**src/rtl/ip_udp_hdr_tx.sv**
```systemverilog
// ip_udp_hdr_tx: IPv4+UDP header generator ahead of a FWFT payload FIFO, feeding the MAC framer.
// Define IP_MIN_PAD_EN to zero-pad short frames so the emitted stream is at least 46 bytes.
module ip_udp_hdr_tx #(
    parameter int         CSUM_LAT    = 5,
    parameter int         IFG_CYCLES  = 12,
    parameter logic [7:0] TTL         = 8'd64,
    parameter int         MAX_PAYLOAD = 1472
) (
    input  logic        clk,
    input  logic        reset_p,
    input  logic        tx_start,
    output logic        tx_busy,
    output logic        tx_err,
    input  logic [31:0] src_ip,
    input  logic [31:0] dst_ip,
    input  logic [15:0] src_port,
    input  logic [15:0] dst_port,
    input  logic [15:0] ip_id,
    input  logic [15:0] payload_len,
    output logic [15:0] ip_total_len,
    output logic        cal_en,
    input  logic [15:0] checksum,
    output logic        pay_rd_en,
    input  logic [7:0]  pay_data,
    output logic [7:0]  dout,
    output logic        dout_valid,
    output logic        dout_sop,
    output logic        dout_eop
);

    localparam logic [10:0] CSUM_LAST = 11'(CSUM_LAT - 1);
    localparam logic [10:0] IFG_LAST  = 11'(IFG_CYCLES - 1);
    localparam logic [10:0] HDR_LAST  = 11'd27;
    localparam logic [15:0] MAX_LEN   = 16'(MAX_PAYLOAD);

    typedef enum logic [2:0] {
        S_IDLE,
        S_CSUM,
        S_HDR,
        S_PAY,
        S_PAD,
        S_IFG
    } state_t;

    state_t      state, state_nx;
    logic [10:0] cnt, cnt_nx;
    logic [10:0] pay_len;
    logic [15:0] udp_len;
    logic [15:0] csum_q;
    logic        start_ok, start_bad;
    logic        pay_last, need_pad, pad_last;
    logic [7:0]  hdr_byte;

    assign start_bad = (state == S_IDLE) && tx_start && (payload_len > MAX_LEN);
    assign start_ok  = (state == S_IDLE) && tx_start && !(payload_len > MAX_LEN);
    assign pay_last  = (cnt == pay_len - 11'd1);

`ifdef IP_MIN_PAD_EN
    assign need_pad = (pay_len < 11'd18);
    assign pad_last = (cnt == 11'd17 - pay_len);
`else
    assign need_pad = 1'b0;
    assign pad_last = 1'b0;
`endif

    // control registers
    always_ff @(posedge clk) begin
        if (reset_p) begin
            state        <= S_IDLE;
            cnt          <= '0;
            tx_err       <= 1'b0;
            ip_total_len <= '0;
        end else begin
            state  <= state_nx;
            cnt    <= cnt_nx;
            tx_err <= start_bad;
            if (start_ok)
                ip_total_len <= payload_len + 16'd28;
        end
    end

    // frame data registers; the checksum is only valid from the first header cycle onwards
    always_ff @(posedge clk) begin
        if (start_ok) begin
            udp_len <= payload_len + 16'd8;
            pay_len <= payload_len[10:0];
        end
        if (state == S_HDR && cnt == '0)
            csum_q <= checksum;
    end

    always_comb begin
        state_nx = state;
        cnt_nx   = cnt + 11'd1;
        case (state)
            S_IDLE: begin
                cnt_nx = '0;
                if (start_ok)
                    state_nx = S_CSUM;
            end
            S_CSUM: begin
                if (cnt == CSUM_LAST) begin
                    state_nx = S_HDR;
                    cnt_nx   = '0;
                end
            end
            S_HDR: begin
                if (cnt == HDR_LAST) begin
                    cnt_nx = '0;
                    if (pay_len != '0)
                        state_nx = S_PAY;
                    else if (need_pad)
                        state_nx = S_PAD;
                    else
                        state_nx = S_IFG;
                end
            end
            S_PAY: begin
                if (pay_last) begin
                    cnt_nx   = '0;
                    state_nx = need_pad ? S_PAD : S_IFG;
                end
            end
            S_PAD: begin
                if (pad_last) begin
                    cnt_nx   = '0;
                    state_nx = S_IFG;
                end
            end
            S_IFG: begin
                if (cnt == IFG_LAST) begin
                    cnt_nx   = '0;
                    state_nx = S_IDLE;
                end
            end
            default: begin
                cnt_nx   = '0;
                state_nx = S_IDLE;
            end
        endcase
    end

    always_comb begin
        hdr_byte = 8'h00;
        case (cnt[4:0])
            5'd0:  hdr_byte = 8'h45;
            5'd1:  hdr_byte = 8'h00;
            5'd2:  hdr_byte = ip_total_len[15:8];
            5'd3:  hdr_byte = ip_total_len[7:0];
            5'd4:  hdr_byte = ip_id[15:8];
            5'd5:  hdr_byte = ip_id[7:0];
            5'd6:  hdr_byte = 8'h40;
            5'd7:  hdr_byte = 8'h00;
            5'd8:  hdr_byte = TTL;
            5'd9:  hdr_byte = 8'h11;
            5'd10: hdr_byte = csum_q[15:8];
            5'd11: hdr_byte = csum_q[7:0];
            5'd12: hdr_byte = src_ip[31:24];
            5'd13: hdr_byte = src_ip[23:16];
            5'd14: hdr_byte = src_ip[15:8];
            5'd15: hdr_byte = src_ip[7:0];
            5'd16: hdr_byte = dst_ip[31:24];
            5'd17: hdr_byte = dst_ip[23:16];
            5'd18: hdr_byte = dst_ip[15:8];
            5'd19: hdr_byte = dst_ip[7:0];
            5'd20: hdr_byte = src_port[15:8];
            5'd21: hdr_byte = src_port[7:0];
            5'd22: hdr_byte = dst_port[15:8];
            5'd23: hdr_byte = dst_port[7:0];
            5'd24: hdr_byte = udp_len[15:8];
            5'd25: hdr_byte = udp_len[7:0];
            default: hdr_byte = 8'h00;
        endcase
    end

    always_comb begin
        tx_busy    = (state != S_IDLE);
        cal_en     = 1'b0;
        pay_rd_en  = 1'b0;
        dout       = 8'h00;
        dout_valid = 1'b0;
        dout_sop   = 1'b0;
        dout_eop   = 1'b0;
        case (state)
            S_CSUM: cal_en = (cnt == '0);
            S_HDR: begin
                dout_valid = 1'b1;
                dout       = hdr_byte;
                dout_sop   = (cnt == '0);
                dout_eop   = (cnt == HDR_LAST) && (pay_len == '0) && !need_pad;
            end
            S_PAY: begin
                dout_valid = 1'b1;
                pay_rd_en  = 1'b1;
                dout       = pay_data;
                dout_eop   = pay_last && !need_pad;
            end
            S_PAD: begin
                dout_valid = 1'b1;
                dout_eop   = pad_last;
            end
            default: ;
        endcase
    end

endmodule
```
**config.mk**
```make
export PLATFORM = sky130hd
export DESIGN_NAME = ip_udp_hdr_tx
export DESIGN_NICKNAME = d
export VERILOG_FILES = /design/src/rtl/ip_udp_hdr_tx.sv
export SDC_FILE = /design/constraint.sdc
export NUM_CORES = 1
export LEC_CHECK = 0
export BUFFER_PORTS_ARGS = -buffer_cell sky130_fd_sc_hd__clkbuf_2
export CAP_MARGIN = 0
export CORE_MARGIN = 2
export CORE_UTILIZATION = 54
export CTS_CLUSTER_SIZE = 30
export DETAILED_ROUTE_END_ITERATION = 8
export PLACE_DENSITY = 0.86
export SETUP_SLACK_MARGIN = 0.4
export SLEW_MARGIN = 15
export SYNTH_ARGS = -nofsm -noshare
export SYNTH_HDL_FRONTEND = slang
export SYNTH_SLANG_ARGS = --single-unit
```
**constraint.sdc**
```tcl
create_clock -name clk -period 6.4 [get_ports clk]
set_input_delay 1.28 -clock clk [delete_from_list [all_inputs] [get_ports clk]]
set_output_delay 1.28 -clock clk [all_outputs]
set_load 0.05 [all_outputs]
```
### After elaboration in Yosys (flattened, before gate mapping)

Cells that the tools add are included.

* add/subtract/negate cells: 4
* $lt $le $gt $ge: 1
* eq/ne operators: 37
* muxes and demuxes: 19
* bitwise gates (word level): 1
* reduce and logical (&&, ||, !) cells: 15

Operators by type and width (count)
* $pmux 8 s23: 1
* $pmux 11 s5: 1
* $eq 5x5->1 const B: 10
* $mux 11: 4
* $eq 5x4->1 const B: 8
* $logic_not 11->1: 2
* $mux 3: 6
* $pmux 3 s6: 1
* $add 16x4->16 const B: 1
* $add 16x5->16 const B: 1
* $gt 16x11->1 const B: 1
* $pmux 8 s2: 1
* $eq 5x3->1 const B: 3
* $add 11x1->11 const B: 1
* $eq 11x11->1: 1
* $eq 11x3->1 const B: 1
* $eq 11x4->1 const B: 1
* $eq 11x5->1 const B: 1
* $reduce_bool 11->1: 1
* $sub 11x1->11 const B: 1
* $eq 5x2->1 const B: 2
* $ne 2x2->1 const B: 4
* $eq 3x2->1 const B: 2
* $eq 3x3->1 const B: 2
* 13 further kinds: 20

* register bits: 74
* input port bits: 155
* output and inout bits: 31
* word-level logic and storage cells: 84

### Logic depth before layout (Yosys ltp)

* depth after elaboration: 5
* mapped depth: 13
* gate-level depth less buffers: 9

### Least setup slack after synthesis

Ideal clock, no wire load.

* path kind: flip-flop to output port
* from: reg cnt[5]
* to: out dout_sop
* arrival time: 4.042 ns
* required time: 5.120 ns
* path slack: 1.078 ns
* stages on the path, launching flop included: 5
* buffers on the path: 1
* cells stage by stage: dfxtp_1 buf_6 nor4_1 nand2_1 nor4_1

* word-level cells in the longest chain between the ends: 2

RTL lines
* start: declaration: RTL line 46 `logic [10:0] cnt, cnt_nx;`
* start signal: assignment: RTL line 75 `cnt <= cnt_nx;`
* $logic_not 11->1: RTL line 189 `dout_sop = (cnt == '0);`
* $mux 1: RTL line 184 `case (state)`
* end: declaration: RTL line 27 `output logic dout_sop,`

No other way between the ends.

### Worst setup path in the final report

* from: reg pay_len[0]
* to: out dout_eop

* word-level cells in the longest chain between the ends: 3
* elaborated cells between the ends (all ways): 5
* those cells by class: 1 x add/sub; 1 x eq/ne; 1 x mux; 2 x reduce/logical

RTL lines
* start: declaration: RTL line 47 `logic [10:0] pay_len;`
* start signal: assignment: RTL line 86 `pay_len <= payload_len[10:0];`
* $sub 11x1->11 / $logic_not 11->1 (equally long branches): RTL line 56, 190
* $eq 11x11->1 / $logic_and 1x1->1 (equally long branches): RTL line 56, 190
* $pmux 1 s2 (*): RTL line 184
* end: declaration: RTL line 28 `output logic dout_eop`

Every way passes the cells marked *; elsewhere a longest branch is shown, timed or not.

==> run_results.csv <==
group,metric,value,unit
outcome,status,"complete, no violations",
global_route,grt-busiest-layer,"met2",
critical_path,path_delay_family,"compound AO/OA/AOI/OAI gates",
critical_path,crit_path_top_delay_cell,"a2111oi_0",
floorplanning,die_h,101,microns
critical_path,cp-startpoint,"pay_len[0]$_DFFE_PP_",
synth,synth_nets,733,
timing,rsz0062_at_grt,"false",
critical_path,cp_slowest_stage_delay,630,ps
global_route,grt_start_max_net_pins,44,
critical_path,crit_buf_inv,2,
critical_path,crit_arrival,3490,ps
route,drt_drc_violations_left,0,
timing,period_minus_slack,4770,ps
global_route,grt_use_met2,0.591,
finish,mostFrequentLayoutCells,"185 x clkbuf_2, 48 x nand2_1, 40 x edfxtp_1",
synth,ys.flop_type,"edfxtp_1",
finish,drive_gt1_frac,0.325,
timing,period_share,0.746,
critical_path,criticalPathCategory,"reg2out",
timing,tightest_slew,1050,ps
timing,fin_skew,14.3,ps
critical_path,path_cells,"inv_1 -> ha_1 -> or4b_4 -> or4_4 -> xnor2_1 -> a2111oi_0 -> o211ai_1 -> a21oi_1 -> clkbuf_2",
floorplanning,initial_core_util,0.554,
synth,synth_area,5070,sq um
timing,final-hold-violation-count,0,
placed_design,io_buffers,185,
finish,finish.utilization,0.670,
synth,ys_ff_latch,71,
finish,multi_input_area,2980,sq um
placed_design,dp_cells,825,
finish,final_common_cell,"clkbuf_2",
placed_design,gp_congestion,1.04,
clock_tree,cts.htree.levels,3,
finish,n_antenna_cell,0,
timing,tns,0,ps
route,first_pass_iters,9,
synth,avgSynthCellArea,8.93,sq um
global_route,grt-ovfl-total,0,
clock_tree,cts_tree,"built",
global_route,grtUsageTotal,0.373,
timing,max_freq,0.210,GHz
clock_tree,numClockSinks,71,
clock_tree,clockBufferDepth,2,
finish,final.fill_count,792,
timing,slew_headroom,0.299,
route,viasPerCell,6.64,
run,cap_violations,0,
floorplanning,core-area,9150,sq um
global_route,grt_first_pass_wirelength,28600,microns
power,power.density,160,nW/um^2
power,vdd_drop_max,0.000118,V
route,drtIter0Drc,652,
floorplanning,chipWidth,101,microns
synth,yosysSeqAreaShare,0.360,
power,finalPower,982,uW
finish,layout.cells.non_filler,840,
timing,finalSetupViolCount,0,
global_route,grt_use_met1,0.496,
synth,yosys_warnings,0,
floorplanning,fp-row-count,35,
route,vias,5578,
clock_tree,cts_made_buffers,9,
synth,synthCells,567,
hold_path,hold_path.class,"reg2reg",
route,antenna_left,0,
floorplanning,ioPinCount,186,
clock_tree,cts_resized,0,
global_route,antenna_found_initial,0,
timing,drv_slew,0,
finish,fin_nets,891,
finish,ff_latch_area,1820,sq um
critical_path,r2r_start,"cnt[0]$_SDFF_PP0_",
critical_path,worstPathRequired,5120,ps
hold_path,min-delay-start,"ip_total_len[15]$_SDFFE_PP0P_",
synth,synthArstFlopShare,0,
clock_tree,cts_setup_buffers,0,
route,wl_per_cell,23.1,microns
critical_path,crit_path_end_kind,"output port",
placed_design,dp_hpwl,14900,microns
synth,synth_edf_count,40,
floorplanning,die_area,10200,sq um
route,routed_wl,19400,microns
critical_path,critPathLaunchType,"flop",
clock_tree,clk_pin_slew,90,ps
clock_tree,insertion_delay,350,ps
clock_tree,hold_buffers,0,
finish,syn2layout_area_growth,21.1,%
synth,synth_cell_types,69,
critical_path,crit_fanout,5,
power,p_leak,2.45,nW
global_route,use_met3,0.0888,
clock_tree,cts-root-buf,"clkbuf_8",
global_route,grt_pass1_vias,5268,
==> registers in the layout (all words and copies together) (netlist names) <==
register and cells:
csum_q 16, ip_total_len 16, udp_len 13, cnt 11, pay_len 11, state 3
tx_err 1
==> metal layers <==
metal	wire, microns	up-vias
li1	-	2460
met1	7350	2582
met2	8890	461
met3	2390	75
met4	741	0
met5	0	-
==> per-stage QoR <==
stage               setup slack (ps)  hold slack (ps)  area (sq um)
floorplan                       1080              478          5070
global placement                2190              469          5970
detailed placement              2020              475          5970
CTS                             1630              500          6130
global route                    1370              510          6130
finish                          1630              503          6130
==> power breakdown <==
| group | total [mW] | switching [mW] | internal [mW] |
|---|---|---|---|
| Sequential | 0.493 | 0.00759 | 0.485 |
| Clock | 0.329 | 0.191 | 0.137 |
| Combinational | 0.160 | 0.0965 | 0.0634 |
==> cell families (layout without fill, tap and decap cells) <==
kind of cell | Yosys count | after routing | share of synthesized area
flip-flops | 71 | 71 | 0.360
AND/OR/NAND/NOR | 214 | 214 | 0.223
multiplexers | 22 | 22 | 0.0457
buffers and inverters | 60 | 222 | 0.0546
AO/OA/AOI/OAI | 150 | 150 | 0.222
XOR/XNOR | 38 | 38 | 0.0657
adder cells (fa/ha/maj) | 12 | 12 | 0.0291
==> layout make-up <==
class                      instances  share of cell area
clock buffer                       9              0.0202
clock inverter                     6             0.00632
inverter                          16             0.00979
multi-input combinational        436               0.486
sequential                        71               0.297
tap                              111              0.0226
timing repair buffer             191               0.158
==> cells in the mapped netlist (16+ instances only) <==
cell | count | share of area
nand2_1 | 48 | 0.036
edfxtp_1 | 40 | 0.24
nor2_1 | 39 | 0.029
dfxtp_1 | 31 | 0.12
clkbuf_1 | 29 | 0.021
nand3_1 | 21 | 0.021
o21ai_0 | 21 | 0.021
xnor2_1 | 21 | 0.036
nand4_1 | 18 | 0.022
a32oi_1 | 17 | 0.029
xor2_1 | 17 | 0.029
a21oi_1 | 16 | 0.016
inv_1 | 16 | 0.012
==> worst reg2reg max path, stage by stage (launching register included) <==
cell and delay, ps:
dfxtp_1 390, inv_1 120, ha_1 680, nor2b_1 720, nand4_1 180, a32oi_1 390
o32a_1 730, a21boi_0 180
==> worst paths after layout <==
path / to / slack [ps] / cells after the start
max: dout_eop / 1630 / 9
min: ip_total_len[15]$_SDFFE_PP0P_ / 500 / 1
max reg2reg: cnt[1]$_SDFF_PP0_ / 2870 / 7
min reg2reg: ip_total_len[15]$_SDFFE_PP0P_ / 500 / 1
(Power assumes the default switching activity.)
